### config.mk
export PLATFORM = sky130hd
export DESIGN_NAME = stage2_maxpool_2x2
export DESIGN_NICKNAME = d
export VERILOG_FILES = /design/src/rtl/stage2_maxpool_2x2.sv
export SDC_FILE = /design/constraint.sdc
export NUM_CORES = 2
export LEC_CHECK = 0
export BUFFER_PORTS_ARGS = -buffer_cell sky130_fd_sc_hd__buf_4
export CAP_MARGIN = 15
export CORE_MARGIN = 2
export CORE_UTILIZATION = 63
export CTS_BUF_LIST = sky130_fd_sc_hd__clkbuf_2 sky130_fd_sc_hd__clkbuf_4 sky130_fd_sc_hd__clkbuf_8
export CTS_CLUSTER_SIZE = 12
export DETAILED_ROUTE_END_ITERATION = 12
export HOLD_SLACK_MARGIN = 0.15
export PLACE_DENSITY = 0.86
export SYNTH_ARGS = -nofsm -noshare
export SYNTH_HDL_FRONTEND = slang
export SYNTH_SLANG_ARGS = --single-unit
### constraint.sdc
create_clock -name clk -period 4.82 [get_ports clk]
set_input_delay 0.964 -clock clk [delete_from_list [all_inputs] [get_ports clk]]
set_output_delay 0.964 -clock clk [all_outputs]
set_load 0.1 [all_outputs]
### src/rtl/stage2_maxpool_2x2.sv
// -----------------------------------------------------------------------------
// stage2_maxpool_2x2
//
// 2x2 / stride-2 max-pooling of the stage-2 convolution feature map. Pixels
// arrive in raster order, one per valid beat, with all CH channels in
// parallel. The block produces an (IN_Y/2)x(IN_X/2) raster-ordered map per
// frame. It stores only half a row of partial maxima plus one horizontal pair
// register, so no full-frame buffer is needed.
//
// Ports:
//   clk          clock
//   reset_n      asynchronous, active-low reset
//   i_in_valid   input pixel strobe, one pixel per asserted cycle
//   i_in_fmap    input pixel, channel k at bits [k*DW +: DW] (unsigned)
//   o_ot_valid   single-cycle strobe per pooled pixel
//   o_ot_fmap    pooled pixel, same packing, held until the next output
//   o_frame_done pulse coincident with the last pooled output of a frame
// -----------------------------------------------------------------------------
module stage2_maxpool_2x2 #(
  parameter int CH   = 3,
  parameter int DW   = 32,
  parameter int IN_X = 8,
  parameter int IN_Y = 8
) (
  input  logic             clk,
  input  logic             reset_n,
  input  logic             i_in_valid,
  input  logic [CH*DW-1:0] i_in_fmap,
  output logic             o_ot_valid,
  output logic [CH*DW-1:0] o_ot_fmap,
  output logic             o_frame_done
);

  localparam int W  = CH * DW;
  localparam int HX = IN_X / 2;
  localparam int CW = (IN_X > 1) ? $clog2(IN_X) : 1;
  localparam int RW = (IN_Y > 1) ? $clog2(IN_Y) : 1;
  localparam int SW = (HX > 1) ? $clog2(HX) : 1;

  localparam logic [CW-1:0] COL_LAST = CW'(IN_X - 1);
  localparam logic [RW-1:0] ROW_LAST = RW'(IN_Y - 1);

  // Geometry sanity: the pooling window walk assumes even, non-trivial sizes.
  if ((IN_X < 2) || (IN_X % 2 != 0)) begin : g_bad_in_x
    $error("stage2_maxpool_2x2: IN_X must be even and >= 2");
  end
  if ((IN_Y < 2) || (IN_Y % 2 != 0)) begin : g_bad_in_y
    $error("stage2_maxpool_2x2: IN_Y must be even and >= 2");
  end

  // Unsigned per-channel maximum; on a tie both operands are equal anyway.
  function automatic logic [DW-1:0] umax(input logic [DW-1:0] a,
                                         input logic [DW-1:0] b);
    return (a > b) ? a : b;
  endfunction

  // Position of the incoming pixel inside the frame.
  logic [CW-1:0] col;
  logic [RW-1:0] row;

  // Horizontal pair register and half-row buffer of top-pair maxima.
  logic [W-1:0]  pair_p0;
  logic [W-1:0]  rowbuf_p0 [HX];

  // Combinational maxima against the incoming pixel.
  logic [W-1:0]  hmax;   // max(pair, in)
  logic [W-1:0]  vmax;   // max(rowbuf[col>>1], in)
  logic [SW-1:0] slot;   // row-buffer entry of the current column pair
  logic          last_beat;

  assign slot      = SW'(col >> 1);
  assign last_beat = (row == ROW_LAST) && (col == COL_LAST);

  always_comb begin
    hmax = '0;
    vmax = '0;
    for (int k = 0; k < CH; k++) begin
      hmax[k*DW +: DW] = umax(pair_p0[k*DW +: DW], i_in_fmap[k*DW +: DW]);
      vmax[k*DW +: DW] = umax(rowbuf_p0[slot][k*DW +: DW],
                              i_in_fmap[k*DW +: DW]);
    end
  end

  // ---- stage p0: position counters, pair register, row buffer ----
  // ---- stage p1: pooled output register ----
  always_ff @(posedge clk or negedge reset_n) begin
    if (!reset_n) begin
      col          <= '0;
      row          <= '0;
      pair_p0      <= '0;
      for (int i = 0; i < HX; i++) begin
        rowbuf_p0[i] <= '0;
      end
      o_ot_valid   <= 1'b0;
      o_ot_fmap    <= '0;
      o_frame_done <= 1'b0;
    end else begin
      o_ot_valid   <= 1'b0;
      o_frame_done <= 1'b0;
      if (i_in_valid) begin
        // Frame boundaries are handled purely by counter wrap, so frames
        // can follow each other with no gap.
        if (col == COL_LAST) begin
          col <= '0;
          row <= (row == ROW_LAST) ? '0 : row + RW'(1);
        end else begin
          col <= col + CW'(1);
        end

        // Even rows always write every row-buffer entry before the odd row
        // reads it, so stale data from an earlier frame is never used.
        unique case ({row[0], col[0]})
          2'b00: pair_p0         <= i_in_fmap;
          2'b01: rowbuf_p0[slot] <= hmax;
          2'b10: pair_p0         <= vmax;
          2'b11: begin
            o_ot_fmap    <= hmax;
            o_ot_valid   <= 1'b1;
            o_frame_done <= last_beat;
          end
          default: ;
        endcase
      end
    end
  end

endmodule

==> reports/qor.yml <==
status: "finished, final reports clean"
drtAntennaViolNets: 0
synthArstFlopShare_pct: 100
dr.pass1.iters: 6
min_period_over_period_pct: 91.0
critPathKind: "flop to flop"
clock_path_buffers: 3
drc: 0
leakage_nw: 14.9
swShare_pct: 47.0
syn2layout_area_growth_pct: 14.4
clk_latency_ns: 0.71
globalRouteTotalUtil_pct: 35.0
skew_ns: 0.0294
grt_max_degree: 155
viasPerCell: 6.86
slew_headroom_pct: 16.3
ir_drop_mv: 0.641
syn_area_per_cell_um2: 10.0
fin_area_um2: 35500
cp_max_fo: 32
path_clk_slew_ns: 0.06
pwr-share-clk_pct: 16.5
crit_path_end_kind: "flop"
wl_per_cell_um: 22.0
cellPowerDensity_nw_per_um2: 827
layout-drive-gt1-share_pct: 19.8
yosysWarnings: 0
postCtsHoldBufs: 0
finalSetupViolations: 0
timing.fmax_ghz: 0.228
syn_area_um2: 31000
min_path_type: "input port to async pin"
die_h_um: 226
wl_um: 87600
synth-seq-cells: 584
synth-edff-count: 0
io-pin-count: 197
design.core.area_um2: 48700
grt_pass1_wl_um: 142000
rsz0062_at_grt: "no"
total_power_w: 0.0293
fin_crit_ns: 4.39
p_sw_w: 0.0138
placed_area_um2: 33300
power_frac_seq_pct: 31.7
cts_max_level: 3
worst_slack_ns: 0.432
core.rowCount: 81
numCtsBuffers: 97
syn_inst: 3102
synth_ff_type: "dfrtp_1"
hold_viol: 0
fin_tns_setup_ns: 0
pre_cts_slack_ns: 0.531
cts_tree: "done"
layout.nets: 3536
antenna_found_initial: 2
power.internal_w: 0.0155
first_global_vias: 27400
overflow: 0
ctsResizeCount: 0
utilization_pct: 72.8
critPathRequiredTime_ns: 5.44
seq_area_frac_synth_pct: 47.1
worstMarginPinSlew_ns: 1.26
maxCapViolations: 0
gp_routability_congestion: 0.941
start_kind: "flop"
postCtsSetupRepairBufs: 0
die_area_um2: 51000
drt_iter0_markers: 3469
vias: 27300
syn_nets: 3397
clock-root-buffer: "clkbuf_8"
hpwl_um: 57100
final_max_slew_viol_count: 0
initial_core_util_pct: 63.6
p_comb_share_pct: 51.8
cts.sinks: 584
die_w_um: 226
synth.distinct_cells: 66
port_buffers: 196
crit_arrival_ns: 5.01
[power by group through the flow]
stage	Sequential [W]	Clock [W]	Combinational, W
detailed placement	0.00927	0	0.0149
global route	0.00951	0.00511	0.0165
CTS	0.00921	0.00486	0.0151
floorplan	0.0115	0	0.00860
global placement	0.00906	0	0.0143
finish	0.00929	0.00484	0.0152
[per-layer routing]
metal / up-vias / GRT usage [%] / share of wire [%]
met1: 13500 / 46.2 / 39
met3: 279 / 6.82 / 9.3
met5: - / 0 / 0.013
li1: 11900 / - / -
met4: 2 / 17.7 / 4.2
met2: 1655 / 55.4 / 47
[critical path, stage by stage, from the launching register on]
cell      delay [ns]
dfrtp_4         0.76
buf_12          0.26
mux4_2          0.53
ha_1            0.35
nand3_1         0.10
a211o_1         0.30
a311oi_1        0.39
o21a_1          1.04
o21ai_0         0.30
a31oi_1         0.25
[cell usage after synthesis, types with 10 or more instances]
library cell | instances | area [µm²]
nand3_1 | 135 | 676
nand2_1 | 44 | 165
buf_1 | 11 | 41.3
a21oi_1 | 132 | 661
o31a_1 | 35 | 307
nor4_1 | 13 | 81.3
mux4_2 | 96 | 2160
nor2_1 | 582 | 2180
dfrtp_1 | 584 | 14600
nand4_1 | 56 | 350
a21o_1 | 10 | 75.1
o21ai_1 | 50 | 250
nand3_2 | 10 | 100
buf_2 | 39 | 195
inv_1 | 108 | 405
o211ai_1 | 17 | 128
ha_1 | 196 | 2450
o21ai_0 | 103 | 515
clkbuf_1 | 159 | 597
o21ai_2 | 64 | 561
nand3_4 | 10 | 175
a31oi_1 | 535 | 3350
[registers in the layout (all words and copies together), names as in the netlist]
signal / flops
o_ot_valid: 1
pair_p0: 96
rowbuf_p0: 384
o_frame_done: 1
o_ot_fmap: 96
row: 3
col: 3
[cells in the final DEF, fill, tap and decap left out, drive strengths merged, types with 44 or more instances in the layout]
cell,Yosys,layout
nand3,155,155
clkbuf,164,158
o21ai,217,217
nand4,57,57
nand2,44,44
a21oi,132,132
ha,196,196
inv,108,109
mux4,96,96
buf,64,268
dfrtp,584,584
a31oi,537,537
nor2,582,582
[kinds of logic after synthesis]
group	Yosys count	synth area share, %
fa+ha+maj	196	7.91
compound gates	1000	20.6
flops	584	47.1
buf+inv	336	4.48
mux	99	7.08
simple gates	887	12.9
[area by class of cell]
class | instances | area, µm²
Tap cell | 664 | 831
Antenna cell | 1 | 2.50
Sequential cell | 584 | 14600
Inverter | 108 | 405
Clock buffer | 158 | 2000
Timing Repair Buffer | 268 | 2300
Clock inverter | 16 | 168
Multi-Input combinational cell | 2182 | 15200
Fill cell | 3261 | 13300
[stage by stage]
stage               std cells  hold WS (ns)
finish                   3981         0.316
global placement         3805         0.459
detailed placement       3805         0.468
global route             3980         0.420
floorplan                3102         0.444
CTS                      3979         0.406
[worst paths after layout]
path | slack [ns] | to | from | depth (start not counted)
setup / recovery | 0.43 | pair_p0[79] | col[1] | 9
max in group asynchronous | 3.32 | rowbuf_p0[323] | reset_n | 2
setup reg to reg | 0.43 | pair_p0[79] | col[1] | 9
hold / removal | 0.32 | o_ot_fmap[88] | reset_n | 1
min in group clk | 0.48 | rowbuf_p0[321] | rowbuf_p0[321] | 2
hold reg to reg | 0.48 | rowbuf_p0[321] | rowbuf_p0[321] | 2
Note: power is estimated with default switching activity, not from simulation.
